$ cat src/rtl/lift_step_pipe.sv
// Two-stage pipelined Le Gall 5/3 lifting step with boundary mirroring,
// valid/ready flow control, a sideband tag and optional output saturation.
module lift_step_pipe #(
  parameter int W     = 9,
  parameter int OUT_W = 10,
  parameter int TAG_W = 8,
  parameter int CNT_W = 16
) (
  input  logic                    clk,
  input  logic                    rst_n,
  input  logic                    in_valid,
  output logic                    in_ready,
  input  logic signed [W-1:0]     left_i,
  input  logic signed [W-1:0]     sam_i,
  input  logic signed [W-1:0]     right_i,
  input  logic [1:0]              mode_i,
  input  logic [1:0]              edge_i,
  input  logic [TAG_W-1:0]        tag_i,
  output logic                    out_valid,
  input  logic                    out_ready,
  output logic signed [OUT_W-1:0] res_o,
  output logic [TAG_W-1:0]        tag_o,
  output logic                    sat_o,
  output logic [CNT_W-1:0]        sat_cnt_o
);

  localparam int SW = W + 1;
  localparam int XW = (OUT_W > W + 2) ? OUT_W : W + 2;
  localparam logic signed [XW-1:0] MAXV = {{(XW-OUT_W+1){1'b0}}, {(OUT_W-1){1'b1}}};
  localparam logic signed [XW-1:0] MINV = {{(XW-OUT_W+1){1'b1}}, {(OUT_W-1){1'b0}}};

  logic                 s1_valid, s2_valid;
  logic                 s1_adv, s2_adv;
  logic signed [SW-1:0] s1_sum;
  logic signed [W-1:0]  s1_sam;
  logic [1:0]           s1_mode;
  logic                 s1_pass;
  logic [TAG_W-1:0]     s1_tag;

  logic signed [W-1:0]  l_sel, r_sel;
  logic signed [SW-1:0] sum_c;

  logic signed [XW-1:0] sam_x, sum_x, rnd_x, half_x, quart_x, adj_x, r_x, rc_x;
  logic                 sat_c;

  // Handshake: a stage may advance when empty or when the stage after it drains.
  always_comb begin
    s2_adv   = !s2_valid || out_ready;
    s1_adv   = !s1_valid || s2_adv;
    in_ready = s1_adv;
  end

  assign out_valid = s2_valid;

  // Edge mirroring and neighbour sum; both edges set means pass-through.
  always_comb begin
    l_sel = left_i;
    r_sel = right_i;
    case (edge_i)
      2'b01:   l_sel = right_i;
      2'b10:   r_sel = left_i;
      default: ;
    endcase
    if (edge_i == 2'b11) sum_c = '0;
    else                 sum_c = {l_sel[W-1], l_sel} + {r_sel[W-1], r_sel};
  end

  // Stage 1 register: sum, sample, mode, pass flag and tag.
  always_ff @(posedge clk) begin
    if (!rst_n) begin
      s1_valid <= 1'b0;
      s1_sum   <= '0;
      s1_sam   <= '0;
      s1_mode  <= '0;
      s1_pass  <= 1'b0;
      s1_tag   <= '0;
    end else if (s1_adv) begin
      s1_valid <= in_valid;
      if (in_valid) begin
        s1_sum  <= sum_c;
        s1_sam  <= sam_i;
        s1_mode <= mode_i;
        s1_pass <= (edge_i == 2'b11);
        s1_tag  <= tag_i;
      end
    end
  end

  // Lift arithmetic (arithmetic shifts floor) followed by the output clamp.
  always_comb begin
    sam_x   = {{(XW-W){s1_sam[W-1]}}, s1_sam};
    sum_x   = {{(XW-SW){s1_sum[SW-1]}}, s1_sum};
    rnd_x   = sum_x + XW'(2);
    half_x  = sum_x >>> 1;
    quart_x = rnd_x >>> 2;
    adj_x   = s1_mode[0] ? quart_x : half_x;
    // Forward update and inverse predict add; the other two subtract.
    if (s1_pass)                     r_x = sam_x;
    else if (s1_mode[0] ^ s1_mode[1]) r_x = sam_x + adj_x;
    else                             r_x = sam_x - adj_x;
    // Clamp is inert when the result range already fits OUT_W.
    if (r_x > MAXV)      rc_x = MAXV;
    else if (r_x < MINV) rc_x = MINV;
    else                 rc_x = r_x;
    sat_c = (rc_x != r_x);
  end

  // Stage 2 register: result, tag, clamp flag and saturation event counter.
  always_ff @(posedge clk) begin
    if (!rst_n) begin
      s2_valid  <= 1'b0;
      res_o     <= '0;
      tag_o     <= '0;
      sat_o     <= 1'b0;
      sat_cnt_o <= '0;
    end else if (s2_adv) begin
      s2_valid <= s1_valid;
      if (s1_valid) begin
        res_o <= rc_x[OUT_W-1:0];
        tag_o <= s1_tag;
        sat_o <= sat_c;
        if (sat_c && (sat_cnt_o != '1)) sat_cnt_o <= sat_cnt_o + 1'b1;
      end
    end
  end

endmodule

$ cat config.mk
export PLATFORM = sky130hd
export DESIGN_NAME = lift_step_pipe
export DESIGN_NICKNAME = d
export VERILOG_FILES = /design/src/rtl/lift_step_pipe.sv
export SDC_FILE = /design/constraint.sdc
export NUM_CORES = 1
export LEC_CHECK = 0
export CAP_MARGIN = 20
export CORE_ASPECT_RATIO = 1.4
export CORE_UTILIZATION = 35
export DETAILED_ROUTE_END_ITERATION = 12
export GPL_ROUTABILITY_DRIVEN = 0
export GPL_TIMING_DRIVEN = 1
export SYNTH_ARGS = -nofsm -noshare
export SYNTH_HDL_FRONTEND = slang
export SYNTH_SLANG_ARGS = --single-unit
$ cat constraint.sdc
create_clock -name clk -period 6.65 [get_ports clk]
set_input_delay 0.665 -clock clk [delete_from_list [all_inputs] [get_ports clk]]
set_output_delay 0.665 -clock clk [all_outputs]
set_load 0.01 [all_outputs]
Word-level counts from Yosys, hierarchy flattened

Index checks and enable logic that the tools add are counted.

Bits in registers: 67
Input port bits: 43
Output and inout bits: 37
Word-level logic and storage cells: 40

Add/sub/neg operators: 5
$lt $le $gt $ge: 2
Equal/unequal tests: 5
Muxes and demuxes: 8
Bitwise operators: 1
Reduce and logical (&&, ||, !) cells: 8

Operator list:

| cell                                                                              | count |
|---|---|
| 11-bit two-way mux                                                                | 5 |
| 9-bit two-way mux                                                                 | 2 |
| 16-bit by 1-bit adder with 16-bit output, second input constant                   | 1 |
| 16-bit inequality test, second input constant                                     | 1 |
| 10-bit by 3-bit adder with 11-bit output, second input constant                   | 1 |
| 9-bit by 11-bit adder with 11-bit output                                          | 1 |
| 11-bit by 10-bit greater-than comparator with 1-bit output, second input constant | 1 |
| 11-bit by 10-bit less-than comparator with 1-bit output, second input constant    | 1 |
| 11-bit inequality test                                                            | 1 |
| 9-bit by 11-bit subtractor with 11-bit output                                     | 1 |
| 9-bit by 9-bit adder with 10-bit output                                           | 1 |
| 10-bit two-way mux                                                                | 1 |
| 2-bit equality test, second input constant                                        | 2 |
| 2-bit AND reduction                                                               | 2 |
| 3-bit AND reduction                                                               | 1 |
| 2-bit by 1-bit equality test with 1-bit output, second input constant             | 1 |
| 1-bit zero test                                                                   | 2 |
| 1-bit logical OR                                                                  | 2 |
| 1-bit logical AND                                                                 | 1 |
| 1-bit bitwise XOR                                                                 | 1 |

Depth between registers and ports, before layout

Gate-level depths: netlist of the first run.

Word-level depth: 11
Depth in mapped cells: 23
Mapped depth without buffers: 20

Worst setup path before layout of the first run

OpenSTA, ideal clock, no wires.

Path type: reg2reg
From: register s1_mode[0]
To: register sat_cnt_o[0]
Library setup time: 0.118 ns
Data arrival time: 4.736 ns
Data required time: 6.532 ns
Slack: 1.795 ns
Stages on the path, launching flop included: 19
Path buffers: 4
Period minus slack after synthesis: 4.855 ns
Cell sequence: dfxtp_1 -> clkbuf_2 -> buf_1 -> mux2i_1 -> ha_1 -> buf_2 -> nand4_1 -> buf_4 -> a31o_2 -> a211o_1 -> a221o_1 -> ha_1 -> o221a_4 -> o41a_1 -> o211a_1 -> or4b_4 -> nor2_8 -> mux2_2 -> mux2i_1

Cells in the longest elaborated chain, start to end: 10
Elaborated cells between the ends (all ways): 13
Those cells by class: add/sub (2); order compare (2); eq/ne (1); mux (5); bitwise (1); reduce/logical (2)

Ends and longest elaborated chain:

| element                                                                                                          | line    | RTL |
|---|---|---|
| from (decl)                                                                                                      | 36      | `logic [1:0] s1_mode;` |
| from (signal assigned)                                                                                           | 82      | `s1_mode <= mode_i;` |
| 11-bit two-way mux                                                                                               | 96      | `adj_x = s1_mode[0] ? quart_x : half_x;` |
| 9-bit by 11-bit subtractor with 11-bit output / 9-bit by 11-bit adder with 11-bit output (equally long branches) | 100, 99 |  |
| 11-bit two-way mux (*)                                                                                           | 99      | `else if (s1_mode[0] ^ s1_mode[1]) r_x = sam_x + adj_x;` |
| 11-bit two-way mux (*)                                                                                           | 98      | `if (s1_pass) r_x = sam_x;` |
| 11-bit by 10-bit less-than comparator with 1-bit output                                                          | 103     | `else if (r_x < MINV) rc_x = MINV;` |
| 11-bit two-way mux                                                                                               | 103     |  |
| 11-bit two-way mux                                                                                               | 102     | `if (r_x > MAXV) rc_x = MAXV;` |
| 11-bit inequality test (*)                                                                                       | 105     | `sat_c = (rc_x != r_x);` |
| 1-bit logical AND (*)                                                                                            | 122     | `if (sat_c && (sat_cnt_o != '1)) sat_cnt_o <= sat_cnt_o + 1'b1;` |
| 3-bit AND reduction (no source line) (*)                                                                         | -       |  |
| to (signal assigned)                                                                                             | 122     |  |
| to (decl)                                                                                                        | 24      | `output logic [CNT_W-1:0] sat_cnt_o` |

Mark *: on every way between the ends. The rest lies on a longest branch, timed or not.
A chain may end at the register's enable or synchronous reset.

Final worst setup path of the first run

From: register s1_sum[1]
To: register sat_cnt_o[1]

Cells in the longest elaborated chain, start to end: 11
Elaborated cells between the ends (all ways): 13
Those cells by class: add/sub (3); order compare (2); eq/ne (1); mux (5); reduce/logical (2)

Ends and longest elaborated chain:

| element                                                                                                          | line    | RTL |
|---|---|---|
| from (decl)                                                                                                      | 34      | `logic signed [SW-1:0] s1_sum;` |
| from (signal assigned)                                                                                           | 80      | `s1_sum <= sum_c;` |
| 10-bit by 3-bit adder with 11-bit output                                                                         | 93      | `rnd_x = sum_x + XW'(2);` |
| 11-bit two-way mux (*)                                                                                           | 96      |  |
| 9-bit by 11-bit subtractor with 11-bit output / 9-bit by 11-bit adder with 11-bit output (equally long branches) | 100, 99 |  |
| 11-bit two-way mux (*)                                                                                           | 99      |  |
| 11-bit two-way mux (*)                                                                                           | 98      |  |
| 11-bit by 10-bit less-than comparator with 1-bit output                                                          | 103     |  |
| 11-bit two-way mux                                                                                               | 103     |  |
| 11-bit two-way mux                                                                                               | 102     |  |
| 11-bit inequality test (*)                                                                                       | 105     |  |
| 1-bit logical AND (*)                                                                                            | 122     |  |
| 3-bit AND reduction (no source line) (*)                                                                         | -       |  |

Marked as above.

==> results of run 1 <==
==> power breakdown <==
group	switching (mW)	internal (mW)	total (mW)
Clock	0.194	0.294	0.488
Sequential	0.0402	0.428	0.468
Combinational	0.356	0.267	0.622
Total	0.590	0.988	1.58
==> placed cells by master (no fill, tap or decap), drive strengths merged, types with 5 or more instances in the layout <==
cell type / synthesis / final
xor2: 5 / 5
nand2: 122 / 122
mux2: 18 / 18
o21ai: 23 / 23
nor3: 11 / 11
o21a: 7 / 7
o32a: 6 / 6
dfxtp: 66 / 66
a21oi: 56 / 56
a21o: 5 / 5
inv: 18 / 20
a22oi: 6 / 6
nand3: 22 / 22
a221o: 8 / 8
nor4: 11 / 11
nor2b: 8 / 8
nor2: 67 / 67
a211oi: 9 / 9
nand2b: 18 / 18
clkdlybuf4s50: 0 / 79
ha: 21 / 21
nand4: 22 / 22
mux2i: 30 / 30
clkbuf: 34 / 9
buf: 12 / 5
and3: 10 / 10
xnor2: 14 / 14
a31oi: 6 / 6
==> flip-flops by register name, indices dropped and copies added, names as in the netlist <==
signal / count
sat_cnt_o: 16
s1_valid: 1
s1_pass: 1
s1_sum: 9
res_o: 10
out_valid: 1
tag_o: 8
sat_o: 1
s1_sam: 9
s1_tag: 8
s1_mode: 2
==> cells in the mapped netlist (all sizes together), types with 12 or more instances <==
master	number	area share (%)
mux2i	30	5.8
a21oi	56	5.4
nand3	22	2.1
nor2	67	5.2
clkbuf	34	2.5
xnor2	14	2.4
nand4	22	3.0
o21ai	23	2.2
nand2	122	8.9
ha	21	5.1
inv	18	1.3
buf	12	1.6
nand2b	18	2.2
mux2	18	3.9
dfxtp	66	26
==> logic make-up after synthesis <==
family	synth area share (%)
adders and majority gates	5.87
muxes	9.74
buffers and inverters	5.36
and+or+nand+nor	28.4
DFF	25.6
AOI/OAI and AO/OA	21.8
xor gates and xnor gates	3.22
==> worst reg2reg max path, cell delays in order (launching register included) <==
cell	delay [ps]
dfxtp_1	500
ha_1	280
xnor2_1	150
nor2_1	60
a21oi_1	230
ha_1	340
nand4_1	430
a31o_2	400
a211o_1	290
a221o_1	350
ha_1	350
o221a_4	160
o41ai_2	420
nor4_1	110
or4b_4	580
nor2_8	350
mux2_2	420
mux2i_1	120
==> per-layer routing <==
| layer | vias up | track usage [%] | share of wire (%) |
|---|---|---|---|
| met4 | 0 | 8.94 | 3.2 |
| met3 | 28 | 2.51 | 3.9 |
| met2 | 145 | 32.9 | 50 |
| met5 | - | 0 | 0 |
| li1 | 2584 | - | - |
| met1 | 2402 | 21.4 | 43 |
==> per-stage QoR <==
| stage | area [µm²] | util, % |
|---|---|---|
| 2_1_floorplan | 5160 | - |
| 3_3_place_gp | 6020 | 41.7 |
| 3_5_place_dp | 6020 | 41.7 |
| 4_1_cts | 6320 | 43.8 |
| 5_1_grt | 6320 | 43.8 |
| 6_report | 6320 | 43.8 |
==> path summary, 6_finish.rpt <==
check / startpoint / end / slack [ps] / cells past startpoint
setup / recovery: s1_sum[1] / sat_cnt_o[1] / 980 / 17
hold / removal: s1_tag[7] / tag_o[7] / 450 / 2
setup reg to reg: s1_sum[1] / sat_cnt_o[1] / 980 / 17
hold reg to reg: s1_tag[7] / tag_o[7] / 450 / 2
==> layout make-up <==
type	instances	area, µm²	area share [%]
Multi-Input combinational cell	560	3560	56.4
Sequential cell	66	1320	20.9
Timing Repair Buffer	84	828	13.1
Tap cell	189	236	3.74
Clock buffer	9	225	3.56
Clock inverter	7	77.6	1.23
Inverter	18	67.6	1.07
==> impl_metrics.json, run 1 <==
{
  "post-cts-setup-buffers": 0,
  "via_per_inst": 5.53,
  "dpl.hpwl_um": 9980,
  "crit_family": "compound AO/OA/AOI/OAI gates",
  "cts_made_buffers": 9,
  "die-area_um2": 15200,
  "dpl.cell_count": 917,
  "die_h_um": 146,
  "synth-seq-area-share_pct": 25.6,
  "cts_tree": "yes",
  "finClkSkew_ps": 5.71,
  "drive_above_1_share_pct": 7.39,
  "grt_setup_unrepaired": "no",
  "grt_pass1_wl_um": 23100,
  "synth_cell_type_count": 72,
  "maxSlewHeadroom_pct": 31.1,
  "overflow": 0,
  "antenna_cells": 0,
  "rows": 52,
  "synthCells": 690,
  "powerDensity_nw_per_um2": 250,
  "tns_ps": 0,
  "ys_ff_latch": 66,
  "cap_violations": 0,
  "antenna_found_initial": 0,
  "vias": 5159,
  "htree_levels": 3,
  "path_class": "reg2reg",
  "firstDrtPassIters": 5,
  "wl_per_cell_um": 14.6,
  "worstPathRequired_ps": 6880,
  "layout_min_cycle_time_ps": 5670,
  "place_ws_ps": 1030,
  "synth_edf_count": 0,
  "clockBufferDepth": 2,
  "synth-async-reset-ratio_pct": 0,
  "crit_chain": "ha_1 -> xnor2_1 -> nor2_1 -> a21oi_1 -> ha_1 -> nand4_1 -> a31o_2 -> a211o_1 -> a221o_1 -> ha_1 -> o221a_4 -> o41ai_2 -> nor4_1 -> or4b_4 -> nor2_8 -> mux2_2 -> mux2i_1",
  "cts_resized": 0,
  "start_util_pct": 35.7,
  "crit_buf_inv": 0,
  "cts_sinks": 66,
  "setup_viol": 0,
  "io_buffer_count": 79,
  "grt_pass1_vias": 4949,
  "grt_use_total_pct": 18.4,
  "worst_slew_pin_slew_ps": 1030,
  "fmax_mhz": 176,
  "power_mw": 1.58,
  "ys_warn_count": 0,
  "setup_ws_ps": 981,
  "die_w_um": 105,
  "fin_crit_sh_pct": 85.2,
  "netlist_area_um2": 5160,
  "grt_max_degree": 47,
  "min_path_type": "reg2reg",
  "worstSkewPairLatency_ps": 340,
  "instances_no_fill": 933,
  "wl_um": 13600,
  "core-area_um2": 14400,
  "drtIter0Drc": 335,
  "crit_path_start_kind": "flop",
  "finalHoldViolations": 0,
  "cp.arrival_ps": 5900,
  "syn_avg_cell_area_um2": 7.48,
  "maxSlewViolCount": 0,
  "crit_path_max_fanout": 18,
  "root_buffer": "clkbuf_16",
  "antenna_left": 0,
  "ir_worst_vdd_mv": 0.142,
  "syn_nets": 756,
  "ys.flop_type": "dfxtp_1",
  "ios": 80,
  "cts.clk_slew.worst_paths_ps": 60,
  "area_delta_synth_final_pct": 22.4,
  "num-fill-cells": 1518,
  "total_leakage_power_nw": 2.47,
  "status": "finished, final reports clean",
  "nets": 805,
  "crit_path_end_kind": "flop",
  "cp_slowest_cell": "or4b_4",
  "path_common_cell": "ha_1",
  "cts_hold_buffers": 0,
  "post-route-drc-count": 0,
  "max_stage_delay_ps": 580,
  "holdWs_ps": 452
}
Power figures use the tool's default switching activity.
==> run 2, diff against run 1 <==
--- a/config.mk
+++ b/config.mk
@@ -11,6 +11,8 @@
 export DETAILED_ROUTE_END_ITERATION = 12
 export GPL_ROUTABILITY_DRIVEN = 0
 export GPL_TIMING_DRIVEN = 1
+export HOLD_SLACK_MARGIN = 0.05
+export SLEW_MARGIN = 30
 export SYNTH_ARGS = -nofsm -noshare
 export SYNTH_HDL_FRONTEND = slang
 export SYNTH_SLANG_ARGS = --single-unit
==> impl_metrics.json, run 2 (synthesis results as in run 1) <==
{
  "rows": 52,
  "min_path_type": "reg2reg",
  "antenna_found_initial": 0,
  "worstPathRequired_ps": 6880,
  "layout_min_cycle_time_ps": 5690,
  "vias": 5183,
  "grt_use_total_pct": 18.1,
  "cts_made_buffers": 9,
  "path_class": "reg2reg",
  "ff2ff_setup_slack_ps": 960,
  "die_w_um": 105,
  "cap_violations": 0,
  "hold_path_depth": 2,
  "antenna_cells": 0,
  "ios": 80,
  "largest_reg_flops": 16,
  "die-area_um2": 15200,
  "grt_max_degree": 47,
  "layout_common_cells": "nand2_1, clkdlybuf4s50_1, dfxtp_1, nor2_1, a21oi_1",
  "grt_pass1_vias": 4933,
  "cts_tree": "yes",
  "drtIter0Drc": 306,
  "placed_cell_area_um2": 6020,
  "crit_path_start_kind": "flop",
  "cp.arrival_ps": 5920,
  "io_buffer_count": 79,
  "crit_path_end_kind": "flop",
  "grt_setup_unrepaired": "no",
  "fin_area_um2": 6320,
  "finalHoldViolations": 0,
  "comb_power_share_pct": 39.4,
  "worst_slew_pin_slew_ps": 858,
  "die_h_um": 146,
  "status": "finished, final reports clean",
  "post-route-drc-count": 0,
  "fmax_mhz": 176,
  "setup_viol": 0,
  "root_buffer": "clkbuf_16",
  "dpl.hpwl_um": 9980,
  "reg.largest.list": "sat_cnt_o: 16 flops, res_o: 10 flops",
  "firstDrtPassIters": 6,
  "post-route-util_pct": 43.8,
  "overflow": 0,
  "drive_above_1_share_pct": 7.53,
  "final_common_cell": "nand2_1",
  "via_per_inst": 5.56,
  "wl_um": 13600,
  "cts.clk_slew.worst_paths_ps": 60,
  "internal_power_uw": 988,
  "htree_levels": 3,
  "cts_sinks": 66,
  "maxSlewViolCount": 0,
  "path_common_cell": "ha_1",
  "ir_worst_vdd_mv": 0.134,
  "dpl.cell_count": 917,
  "wl_per_cell_um": 14.6,
  "antenna_left": 0,
  "area_delta_synth_final_pct": 22.5,
  "holdWs_ps": 451,
  "crit_chain": "ha_1 -> xnor2_1 -> nor2_1 -> a21oi_1 -> ha_1 -> nand4_1 -> a31o_2 -> a211o_1 -> a221o_1 -> ha_1 -> o221a_4 -> o41ai_2 -> nor4_1 -> or4b_4 -> nor2_8 -> mux2_2 -> mux2i_1",
  "total_leakage_power_nw": 2.47,
  "worstSkewPairLatency_ps": 340,
  "clockBufferDepth": 2,
  "seq_power_share_pct": 29.7,
  "cp_slowest_cell": "or4b_4",
  "power.net_switching_uw": 587,
  "tns_ps": 0,
  "start_util_pct": 35.7,
  "core-area_um2": 14400,
  "powerDensity_nw_per_um2": 249,
  "finClkSkew_ps": 6.44,
  "rr_worst_depth": 17,
  "fin_crit_sh_pct": 85.6,
  "p_sw_share_pct": 37.3,
  "largest_register": "sat_cnt_o",
  "nets": 805,
  "cts_resized": 0,
  "maxSlewHeadroom_pct": 42.8,
  "p_clk_share_pct": 30.9,
  "instances_no_fill": 933,
  "cts_hold_buffers": 0,
  "post-cts-setup-buffers": 0,
  "grt_pass1_wl_um": 22800,
  "crit_path_max_fanout": 18,
  "max_stage_delay_ps": 580
}
-- run 2: final cells by class --
cell class	count	area, µm²
Fill cell	1512	8120
Multi-Input combinational cell	560	3570
Sequential cell	66	1320
Timing Repair Buffer	84	828
Tap cell	189	236
Clock buffer	9	225
Clock inverter	7	77.6
Inverter	18	67.6
-- run 2: power by group through the flow --
stage / clock (mW) / sequential, mW / combinational (mW)
global placement: 0 / 0.474 / 0.606
finish: 0.487 / 0.468 / 0.620
floorplan: 0 / 0.463 / 0.473
detailed placement: 0 / 0.476 / 0.615
global route: 0.511 / 0.474 / 0.685
CTS: 0.501 / 0.467 / 0.619
-- run 2: path summary, 6_finish.rpt --
kind / endpoint / start
hold reg to reg: tag_o[3] / s1_tag[3]
setup reg to reg: sat_cnt_o[1] / s1_sum[2]
hold / removal: tag_o[3] / s1_tag[3]
setup / recovery: sat_cnt_o[1] / s1_sum[2]
-- run 2: routing by layer --
layer / wire, µm / up-vias / GRT usage, % / share of wire (%)
met1: 5890 / 2396 / 20.8 / 43
met2: 6770 / 161 / 32.5 / 50
met4: 481 / 0 / 9.86 / 3.5
li1: - / 2589 / - / -
met5: 0 / - / 0 / 0
met3: 468 / 37 / 2.24 / 3.4
-- run 2: worst max-delay path, delay by kind of cell (launching register included) --
kind                     cells  cell delay (ps)
flip-flops                   1              510
adder cells (fa/ha/maj)      3              980
XOR/XNOR                     1              150
AO/OA/AOI/OAI                6             1860
AND/OR/NAND/NOR              5             1540
multiplexers                 2              530
-- run 2: stage by stage --
step	power (mW)	worst slack, ps
finish	1.57	955
global route	1.67	476
CTS	1.59	998
detailed placement	1.09	1010
global placement	1.08	1260
floorplan	0.936	1800
==> run 3, diff against run 2 <==
--- a/config.mk
+++ b/config.mk
@@ -8,6 +8,7 @@
 export CAP_MARGIN = 20
 export CORE_ASPECT_RATIO = 1.4
 export CORE_UTILIZATION = 35
+export CTS_BUF_LIST = sky130_fd_sc_hd__clkbuf_4
 export DETAILED_ROUTE_END_ITERATION = 12
 export GPL_ROUTABILITY_DRIVEN = 0
 export GPL_TIMING_DRIVEN = 1
==> constraint.sdc (replaced) <==
create_clock -name clk -period 6 [get_ports clk]
set_input_delay 0.6 -clock clk [delete_from_list [all_inputs] [get_ports clk]]
set_output_delay 0.6 -clock clk [all_outputs]
set_load 0.01 [all_outputs]
==> impl_metrics.json, run 3 (synthesis results as in run 1) <==
{
  "status": "finished, final reports clean",
  "cp-startpoint": "s1_sum[2]",
  "ff2ff_setup_slack_ps": 520,
  "crit_path_start_kind": "flop",
  "cts_hold_buffers": 0,
  "r2r-end": "sat_cnt_o[0]",
  "maxSlewViolCount": 0,
  "nets": 805,
  "cts_tree": "yes",
  "layout_min_cycle_time_ps": 5480,
  "worstSkewPairLatency_ps": 440,
  "cts_made_buffers": 9,
  "cap_violations": 0,
  "ios": 80,
  "reg.largest.list": "sat_cnt_o: 16 flops, res_o: 10 flops",
  "dpl.cell_count": 917,
  "grt_use_total_pct": 18.4,
  "post-route-drc-count": 0,
  "drtIter0Drc": 303,
  "fin_crit_sh_pct": 91.3,
  "total_leakage_power_nw": 2.38,
  "cp.arrival_ps": 5820,
  "die_w_um": 105,
  "root_buffer": "clkbuf_4",
  "drive_above_1_share_pct": 7.53,
  "cts_resized": 0,
  "wl_um": 13700,
  "instances_no_fill": 934,
  "dpl.hpwl_um": 10100,
  "largest_register": "sat_cnt_o",
  "path_class": "reg2reg",
  "highest_layer": "met4",
  "worst_slew_pin_slew_ps": 870,
  "placed_cell_area_um2": 6020,
  "cts.clk_slew.worst_paths_ps": 130,
  "htree_levels": 3,
  "power_mw": 1.48,
  "setup_viol": 0,
  "grt_pass1_vias": 5032,
  "cts_sinks": 66,
  "core-area_um2": 14400,
  "firstDrtPassIters": 5,
  "io_buffer_count": 79,
  "layout_common_cells": "nand2_1, clkdlybuf4s50_1, dfxtp_1, nor2_1, a21oi_1",
  "fmax_mhz": 183,
  "num-fill-cells": 1544,
  "rows": 52,
  "antenna_found_initial": 1,
  "worstPathRequired_ps": 6340,
  "powerDensity_nw_per_um2": 241,
  "finalHoldViolations": 0,
  "die-area_um2": 15200,
  "fin_area_um2": 6140,
  "ir_worst_vdd_mv": 0.102,
  "die_h_um": 146,
  "largest_reg_flops": 16,
  "grt_max_degree": 47,
  "endpoint": "sat_cnt_o[0]",
  "tns_ps": 0,
  "vias": 5209,
  "wl_per_cell_um": 14.7,
  "crit_path_end_kind": "flop",
  "clockBufferDepth": 2,
  "crit_path_max_fanout": 18,
  "post-cts-setup-buffers": 0,
  "finClkSkew_ps": 20.6,
  "wl_met1_um": 5910,
  "rr_worst_depth": 18,
  "final_common_cell": "nand2_1",
  "hp-start": "s1_tag[0]",
  "min_path_type": "reg2reg",
  "maxSlewHeadroom_pct": 42.0,
  "overflow": 0,
  "grt_setup_unrepaired": "no",
  "wl_met2_um": 6800,
  "r2r_start": "s1_sum[2]",
  "antenna_left": 0,
  "dr_wl_met3_um": 541,
  "start_util_pct": 35.7,
  "area_delta_synth_final_pct": 19.0,
  "grt_pass1_wl_um": 23100,
  "via_per_inst": 5.58
}
## run 3: cell types whose count changed in the layout (fill, tap and decap cells not counted), sizes merged
| cell | before | now |
|---|---|---|
| clkinvlp | 0 | 2 |
| diode | 0 | 1 |
| clkinv | 4 | 3 |
| bufinv | 1 | 0 |
## run 3: per-stage QoR
step	hold slack (ps)	setup slack, ps	utilization (%)
CTS	461	558	42.5
global placement	438	820	41.7
global route	483	203	42.5
detailed placement	444	572	41.7
floorplan	432	1150	-
finish	461	524	42.5
## run 3: where the power goes
group / internal (mW) / switching, mW / leakage (nW)
logic: 0.294 / 0.393 / 1.78
registers: 0.473 / 0.0444 / 0.540
clock network: 0.0868 / 0.187 / 0.0627
## run 3: cell type report
class	instances	area, µm²	share of cell area, %
inverters	18	67.6	1.10
flip-flops and latches	66	1320	21.5
diodes	1	2.50	0.0407
clock inverters	7	51.3	0.835
multi-input cells	560	3570	58.1
well taps	189	236	3.85
clock buffers	9	67.6	1.10
repair buffers	84	828	13.5
## run 3: routing by layer
layer / vias up / GRT usage, %
li1: 2589 / -
met1: 2429 / 20.9
met2: 154 / 32.9
met3: 37 / 3.00
met4: 0 / 9.15
met5: - / 0
## run 3: how the worst min path moves through the flow
| stage | to | slack [ps] | cells past startpoint |
|---|---|---|---|
| floorplan | tag_o[0] | 430 | 2 |
| global placement | tag_o[6] | 440 | 2 |
| detailed placement | tag_o[6] | 440 | 2 |
| CTS | tag_o[0] | 460 | 2 |
| global route | tag_o[0] | 480 | 2 |
| finish | tag_o[0] | 460 | 2 |
## run 3: critical path, cell delays in order, from the launching register on
cell and delay, ps:
dfxtp_1 530, ha_1 300, xnor2_1 130, nor2_1 50, a21oi_1 240, ha_1 370
nand4_1 120, buf_4 190, a31o_2 240, a211o_1 280, a221o_1 350, ha_1 360
o221a_4 170, o41ai_2 450, nor4_1 100, or4b_4 580, nor2_8 370, mux2_2 410
mux2i_1 120
